<file path="src/rtl/ad_pkg.sv">
// Shared definitions for the AD7606 sample scheduler: FSM encoding, limits and
// the oversampling clamp.
package ad_pkg;

    typedef enum logic [1:0] {
        ST_IDLE   = 2'd0,
        ST_CONV   = 2'd1,
        ST_WAIT   = 2'd2,
        ST_STREAM = 2'd3
    } ad_state_e;

    localparam logic [2:0] AD_OS_MAX     = 3'd6;
    localparam int         AD_NUM_CH_MAX = 8;

    function automatic logic [2:0] ad_clamp_os(input logic [2:0] req, input logic [2:0] max_code);
        return (req > max_code) ? max_code : req;
    endfunction

endpackage

</file>
<file path="src/rtl/ad_period_timer.sv">
// Programmable period timer: while running, counts 0..P-1 and flags the last count.
// P = max(period, 2), captured while stopped and again at every wrap.
module ad_period_timer #(
    parameter int PER_W = 24
) (
    input  logic             clk,
    input  logic             rst_n,
    input  logic             i_run,
    input  logic [PER_W-1:0] i_period,
    output logic             o_tick
);

    logic [PER_W-1:0] r_cnt;
    logic [PER_W-1:0] r_per;
    logic [PER_W-1:0] w_per_clamped;

    assign w_per_clamped = (i_period < PER_W'(2)) ? PER_W'(2) : i_period;
    assign o_tick        = i_run && (r_cnt == (r_per - PER_W'(1)));

    // Capturing the period while stopped makes the first tick land P cycles after run rises.
    always_ff @(posedge clk or negedge rst_n) begin
        if (!rst_n) begin
            r_cnt <= '0;
            r_per <= PER_W'(2);
        end else if (!i_run) begin
            r_cnt <= '0;
            r_per <= w_per_clamped;
        end else if (o_tick) begin
            r_cnt <= '0;
            r_per <= w_per_clamped;
        end else begin
            r_cnt <= r_cnt + PER_W'(1);
        end
    end

endmodule

</file>
<file path="src/rtl/ad_sample_sched.sv">
// AD7606 sample-rate scheduler: periodic/single conversion enable, frame snapshot on
// update, and a per-channel tagged word stream with sticky overrun/timeout status.
module ad_sample_sched
    import ad_pkg::*;
#(
    parameter int         NUM_CH  = 8,
    parameter int         PER_W   = 24,
    parameter int         TIMEOUT = 5000,
    parameter logic [2:0] OS_MAX  = AD_OS_MAX
) (
    input  logic                  clk,
    input  logic                  rst_n,
    input  logic                  run,
    input  logic                  single,
    input  logic [PER_W-1:0]      cfg_period,
    input  logic [2:0]            cfg_os,
    input  logic                  clr_err,
    output logic                  conv_en,
    output logic [2:0]            os,
    input  logic                  update,
    input  logic [16*NUM_CH-1:0]  ch_bus,
    output logic [15:0]           m_data,
    output logic [2:0]            m_ch,
    output logic                  m_last,
    output logic                  m_valid,
    input  logic                  m_ready,
    output logic                  sched_busy,
    output logic                  overrun,
    output logic                  timeout_err,
    output logic [7:0]            ovr_cnt,
    output logic [1:0]            dbg_state
);

    localparam logic [2:0] LAST_IDX  = 3'(NUM_CH - 1);
    localparam int         WCNT_W    = $clog2(TIMEOUT + 1);
    localparam logic [WCNT_W-1:0] WCNT_LAST = WCNT_W'(TIMEOUT - 1);

    ad_state_e         r_state;
    ad_state_e         w_state_nxt;
    logic              w_tick;
    logic              w_trig;
    logic              w_drop;
    logic              w_timeout;
    logic              w_hs;
    logic [WCNT_W-1:0] r_wcnt;
    logic [2:0]        r_idx;
    logic [2:0]        r_os;
    logic [15:0]       r_snap [AD_NUM_CH_MAX];
    logic              r_overrun;
    logic              r_timeout;
    logic [7:0]        r_ovr_cnt;

    ad_period_timer #(.PER_W(PER_W)) u_timer (
        .clk      (clk),
        .rst_n    (rst_n),
        .i_run    (run),
        .i_period (cfg_period),
        .o_tick   (w_tick)
    );

    always_ff @(posedge clk or negedge rst_n) begin
        if (!rst_n) r_state <= ST_IDLE;
        else        r_state <= w_state_nxt;
    end

    always_comb begin
        w_state_nxt = r_state;
        w_trig      = 1'b0;
        w_drop      = 1'b0;
        w_timeout   = 1'b0;
        w_hs        = 1'b0;
        case (r_state)
            ST_IDLE: begin
                w_trig = w_tick | (single & ~run);
                if (w_trig) w_state_nxt = ST_CONV;
            end
            ST_CONV: begin
                w_drop      = w_tick;
                w_state_nxt = ST_WAIT;
            end
            ST_WAIT: begin
                w_drop = w_tick;
                if (update) begin
                    w_state_nxt = ST_STREAM;
                end else if (r_wcnt == WCNT_LAST) begin
                    w_timeout   = 1'b1;
                    w_state_nxt = ST_IDLE;
                end
            end
            ST_STREAM: begin
                w_drop = w_tick;
                w_hs   = m_ready;
                if (w_hs && (r_idx == LAST_IDX)) w_state_nxt = ST_IDLE;
            end
            default: w_state_nxt = ST_IDLE;
        endcase
    end

    always_ff @(posedge clk or negedge rst_n) begin
        if (!rst_n) begin
            r_wcnt <= '0;
            r_idx  <= '0;
            r_os   <= '0;
            for (int k = 0; k < AD_NUM_CH_MAX; k++) r_snap[k] <= '0;
        end else begin
            // os only moves on an accepted trigger, so it is frozen for the whole frame.
            if (w_trig) r_os <= ad_clamp_os(cfg_os, OS_MAX);
            if (r_state == ST_CONV)      r_wcnt <= '0;
            else if (r_state == ST_WAIT) r_wcnt <= r_wcnt + WCNT_W'(1);
            if ((r_state == ST_WAIT) && update) begin
                for (int k = 0; k < NUM_CH; k++) r_snap[k] <= ch_bus[16*k +: 16];
            end
            if (w_hs) r_idx <= (r_idx == LAST_IDX) ? 3'd0 : r_idx + 3'd1;
        end
    end

    // Set events beat a simultaneous clr_err; the counter restarts at 1 in that case.
    always_ff @(posedge clk or negedge rst_n) begin
        if (!rst_n) begin
            r_overrun <= 1'b0;
            r_timeout <= 1'b0;
            r_ovr_cnt <= '0;
        end else begin
            r_overrun <= w_drop    | (r_overrun & ~clr_err);
            r_timeout <= w_timeout | (r_timeout & ~clr_err);
            if (clr_err)                           r_ovr_cnt <= w_drop ? 8'd1 : 8'd0;
            else if (w_drop && r_ovr_cnt != 8'hFF) r_ovr_cnt <= r_ovr_cnt + 8'd1;
        end
    end

    // Stream: a word transfers on a cycle with m_valid & m_ready; while m_valid is
    // high and m_ready low, m_data/m_ch/m_last hold their value.
    assign m_valid     = (r_state == ST_STREAM);
    assign m_data      = m_valid ? r_snap[r_idx] : 16'd0;
    assign m_ch        = r_idx;
    assign m_last      = m_valid && (r_idx == LAST_IDX);
    assign conv_en     = (r_state == ST_CONV);
    assign os          = r_os;
    assign sched_busy  = (r_state != ST_IDLE);
    assign overrun     = r_overrun;
    assign timeout_err = r_timeout;
    assign ovr_cnt     = r_ovr_cnt;
    assign dbg_state   = r_state;

endmodule

</file>
<file path="config.mk">
export PLATFORM = sky130hd
export DESIGN_NAME = ad_sample_sched
export DESIGN_NICKNAME = d
export VERILOG_FILES = /design/src/rtl/ad_pkg.sv /design/src/rtl/ad_period_timer.sv /design/src/rtl/ad_sample_sched.sv
export SDC_FILE = /design/constraint.sdc
export NUM_CORES = 1
export LEC_CHECK = 0
export ABC_AREA = 1
export ABC_CLOCK_PERIOD_IN_PS = 7200
export CORE_MARGIN = 4
export CORE_UTILIZATION = 58
export CTS_CLUSTER_DIAMETER = 80
export DETAILED_ROUTE_END_ITERATION = 8
export PLACE_DENSITY = 0.87
export SYNTH_ARGS = -nofsm -noshare
export SYNTH_HDL_FRONTEND = slang
export SYNTH_HIERARCHICAL = 1
export SYNTH_SLANG_ARGS = --single-unit
</file>
<file path="constraint.sdc">
create_clock -name clk -period 7.2 [get_ports clk]
set_clock_uncertainty 0.1 [all_clocks]
set_input_delay 1.44 -clock clk [delete_from_list [all_inputs] [get_ports clk]]
set_output_delay 1.44 -clock clk [all_outputs]
set_load 0.01 [all_outputs]
</file>
* Word level (Yosys, flattened, before mapping)
Cells that the tools add are included.
** Storage, ports and cells
- Register bits after elaboration :: 207
- Bits of input ports :: 162
- Output and inout port bits :: 38
- Word-level logic and storage cells :: 83
** Operators by class
- $add $sub $neg :: 5
- Order comparisons :: 3
- Equality and inequality tests :: 11
- Muxes and demuxes :: 27
- Bitwise logic cells :: 9
- Reductions and logical operators :: 11
** Operator list (number)
- $mux 24 :: 5
- $bmux 16 s3 :: 1
- $mux 16 :: 3
- $mux 13 :: 2
- $add 24x1->24 const B :: 1
- $eq 24x24->1 :: 1
- $lt 24x2->1 const B :: 1
- $sub 24x1->24 const B :: 1
- $mux 8 :: 2
- $add 13x1->13 const B :: 1
- $eq 13x13->1 const B :: 1
- $add 8x1->8 const B :: 1
- $mux 2 :: 4
- $ne 8x8->1 const B :: 1
- $pmux 2 s4 :: 1
- $mux 1 :: 7
- $mux 3 :: 2
- $reduce_bool 2->1 :: 3
- $logic_and 1x1->1 :: 5
- $eq 2x2->1 const B :: 2
- $ge 4x4->1 const B :: 1
- $ne 2x1->1 const B :: 2
- $not 3->4 :: 1
- $add 3x1->3 const B :: 1
- 11 further kinds :: 16

* Longest topological paths before layout
- Depth in word-level cells :: 7
- Depth in mapped cells :: 23
- Gate-level depth less buffers :: 22

* Modules after synthesis
The synthesis kept the hierarchy.
** Modules (own cells, without submodules)
- ad_sample_sched :: times used 1, cells an instance 757, area an instance 8110.3 µm², seq. area each 3978.8 µm²
- ad_period_timer :: times used 1, cells an instance 476, area an instance 3368.2 µm², seq. area each 1202.4 µm²

* Least setup slack after synthesis
OpenSTA, ideal clock, no wires.
- Kind :: flip-flop to output port
- Start :: register r_state[0] (netlist: dbg_state[0])
- End :: output m_data[10]
- Arrival :: 1400 ps
- Data required time :: 5660 ps
- Setup slack :: 4260 ps
- Stages on the path, launching flop included :: 6
- Buffers on the path :: 2
- Path through :: dfrtp_1 ha_1 buf_2 buf_1 nand2_1 nor2_1
** Between the ends
- Longest elaborated chain between the ends :: 2
** RTL lines
- start, declared :: RTL line ad_sample_sched.sv:38 : ad_state_e r_state;
- start signal, assigned :: RTL line ad_sample_sched.sv:63 : else r_state <= w_state_nxt;
- $eq 2x2->1 :: RTL line ad_sample_sched.sv:133 : assign m_valid = (r_state == ST_STREAM);
- named net m_valid :: RTL line ad_sample_sched.sv:25 : output logic m_valid,
- $mux 16 :: RTL line ad_sample_sched.sv:134 : assign m_data = m_valid ? r_snap[r_idx] : 16'd0;
- end, declared :: RTL line ad_sample_sched.sv:22 : output logic [15:0] m_data,
The timed path passes the listed nets, and every way through them passes these cells.

* Worst setup path in the final report
- Start :: register r_idx[0] (netlist: m_ch[0])
- End :: output m_data[11]
** Between the ends
- Longest elaborated chain between the ends :: 5
** RTL lines
- start, declared :: RTL line ad_sample_sched.sv:46 : logic [2:0] r_idx;
- start signal, assigned :: RTL line ad_sample_sched.sv:113 : if (w_hs) r_idx <= (r_idx == LAST_IDX) ? 3'd0 : r_idx + 3'd1;
- $not 3->4 (implied by the code) :: RTL line ad_sample_sched.sv:134
- $bmux 16 s3 :: RTL line ad_sample_sched.sv:134
- $mux 16 (implied by the code) (2 in a row) :: RTL line ad_sample_sched.sv:134
- $mux 16 :: RTL line ad_sample_sched.sv:134
Every way passes these cells. The select of a mux whose other input is x is not followed.

==> metrics.cfg <==
[run_status]
status = finished clean

[placed_design]
placed_cell_area_um2 = 13400
pre_cts_ws_ns = 2.67
routabilityCongestion = 0.912
portBuffers = 199
dpl.hpwl_mm = 22.2
dpl.cell_count = 1647

[clocking]
clock_sinks = 207
cts_made_buffers = 23
clkTransAtPathRegs_ns = 0.06
clock_latency_ns = 0.50
cts_resized = 0
cts_tree = yes
h-tree-depth = 1
clock_path_buffers = 3
cts_setup_buffers = 0
cts_root_buffer = clkbuf_16
ctsHoldBuffers = 0

[job]
maxCapViolations = 0

[setup_path]
crit_arrival_ns = 3.63
r2r_end = ovr_cnt[2]
r2r_cells = 17
r2r_slack_ns = 4.03
crit_start = m_ch[0]
r2r_start = u_timer/r_per[0]
worstPathMaxFanout = 67
cp-start-kind = register
cp-end-kind = primary output
critPathRequiredTime_ns = 5.66
worstSetupPathType = register to primary output

[routing]
final_antenna_net_count = 0
via_count = 9440
via_per_inst = 5.59
drt-total-wl_mm = 30.7
met1Wirelength_mm = 12.1
wl_met2_mm = 14.7
post_drt_wl_per_cell_um = 18.1
firstDrtPassIters = 5
drc_errors = 0
met3_length_mm = 2.32
top_layer = met5
drt_iter0_markers = 787

[sta]
min_period_ns = 5.17
rsz0062_at_grt = false
slew_headroom_pct = 14.8
fin_crit_sh_pct = 71.8
finalMaxSlewViolations = 0
setup_ws_ns = 2.03
timing.fmax_ghz = 0.193
hold_violations = 0
setup_violations = 0
finalSetupTns_ns = 0
tightest_slew_ns = 1.28

[power_and_ir_drop]
p_per_area_nw_per_um2 = 340
leakage_nw = 6.60
irDropWorstVdd_v = 0.000207

[logic_synthesis]
synthesis.area_um2 = 11500
synthXorXnorAreaFrac_pct = 2.98
ys_types = 41
postSynthCellCount = 1233
synth_fa_ha_area_share_pct = 1.20
synth_compound_area_share_pct = 6.55
synthMuxAreaShare_pct = 15.8
synth_seq_cells = 207
synth_top_family_by_area = simple AND/OR/NAND/NOR gates
ys.warnings.count = 6
synth-simple-area-share_pct = 21.7
synth_nets = 1406
yosysSeqAreaShare_pct = 45.1
post_synth.cell_area_avg_um2 = 9.31

[min_path]
hp-class = register to register
min-delay-start = os[1]
holdPathEnd = os[1]
min_path_cells = 2

[die]
die_area_um2 = 22100
die_y_um = 149
die_w_um = 149
design.core.area_um2 = 19500
initial_utilization_pct = 59.0
io-pin-count = 200
num_rows = 51

[finish]
nFillCells = 1377
mostFrequentLayoutCells = nand2_1, dfrtp_1, clkdlybuf4s50_1
area_growth_syn_to_layout_pct = 23.1
final_nets = 1580
finalNonFillerCells = 1690
layout-drive-gt1-share_pct = 15.5
final_common_cell = nand2_1
final_area_um2 = 14100

[global_route]
grt_usage_pct = 27.4
antenna_found_initial = 3
grt_pass1_wl_mm = 48.4
grt_max_degree = 80
grt-ovfl-total = 0
grt_pass1_vias = 9520

## metal layers
layer | track usage (%) | vias to the layer above
met3 | 5.30 | 98
met5 | 0 | -
met1 | 34.6 | 4508
met2 | 45.4 | 436
met4 | 13.6 | 2
li1 | - | 4396
## stage by stage
step / hold WS, ns / total power, mW / utilization (%)
floorplan: 0.371 / 3.17 / -
global placement: 0.362 / 3.61 / 69.0
detailed placement: 0.368 / 3.69 / 69.0
CTS: 0.382 / 4.79 / 72.6
global route: 0.413 / 5.06 / 72.6
finish: 0.383 / 4.80 / 72.6
## state kept, by name, indices dropped and copies added (netlist names)
register and flops:
m_ch 3, r_wcnt 13, overrun 1, u_timer/r_per 24
timeout_err 1, u_timer/r_cnt 24, ovr_cnt 8, os 3
r_snap 128, dbg_state 2
## cell families (layout without fill, tap and decap cells)
group,after synthesis,in the layout
mux,128,128
compound gates,136,136
buf+inv,144,334
other cells,0,2
fa+ha+maj,11,11
xor+xnor,39,39
simple gates,568,568
flops,207,207
## layout make-up
cell class,count,area [µm²],area share [%]
Multi-Input combinational cell,882,5540,39.2
Tap cell,265,332,2.35
Inverter,89,334,2.36
Antenna cell,2,5.00,0.0354
Timing Repair Buffer,204,2050,14.5
Clock inverter,8,47.5,0.336
Clock buffer,33,643,4.55
Sequential cell,207,5180,36.7
## synth_stat cells (all sizes together)
library cell / n / area (µm²)
dfrtp: 206 / 5150
nor3b: 1 / 7.51
clkbuf: 7 / 27.5
o211ai: 17 / 128
nor2: 205 / 888
inv: 88 / 330
and2: 3 / 18.8
a21oi: 13 / 65.1
o21ai: 86 / 430
nor4: 6 / 37.5
xnor2: 17 / 149
xor2: 22 / 193
nand3: 74 / 375
o22ai: 16 / 100
nor3: 15 / 75.1
buf: 48 / 403
nand3b: 5 / 37.5
a211oi: 1 / 7.51
o21bai: 2 / 15.0
a31oi: 1 / 6.26
nand2: 244 / 958
mux2: 128 / 1810
nand4: 15 / 93.8
ha: 11 / 138
dfstp: 1 / 26.3
clkinv: 1 / 3.75
## worst max-delay path, cell delays in order (launching register included)
cell             delay (ns)
dfrtp_2                1.08
inv_2                  0.70
o21ai_0                0.43
o211ai_1               0.16
nand2_1                0.14
nor2_1                 0.08
clkdlybuf4s50_1        0.48
## power by group
group / switching (mW) / internal, mW
Sequential: 0.407 / 1.58
Combinational: 0.780 / 0.954
Clock: 0.460 / 0.620
Total: 1.65 / 3.15
## how the worst max path moves through the flow
stage / cells past startpoint / slack, ns / endpoint
after floorplan: 5 / 4.26 / m_data[10]
after global placement: 6 / 2.82 / m_data[4]
after detailed placement: 6 / 2.67 / m_data[11]
after CTS: 6 / 2.13 / m_data[11]
after global routing: 6 / 1.82 / m_data[11]
final: 6 / 2.03 / m_data[11]
Note: power is estimated with default switching activity, not from simulation.
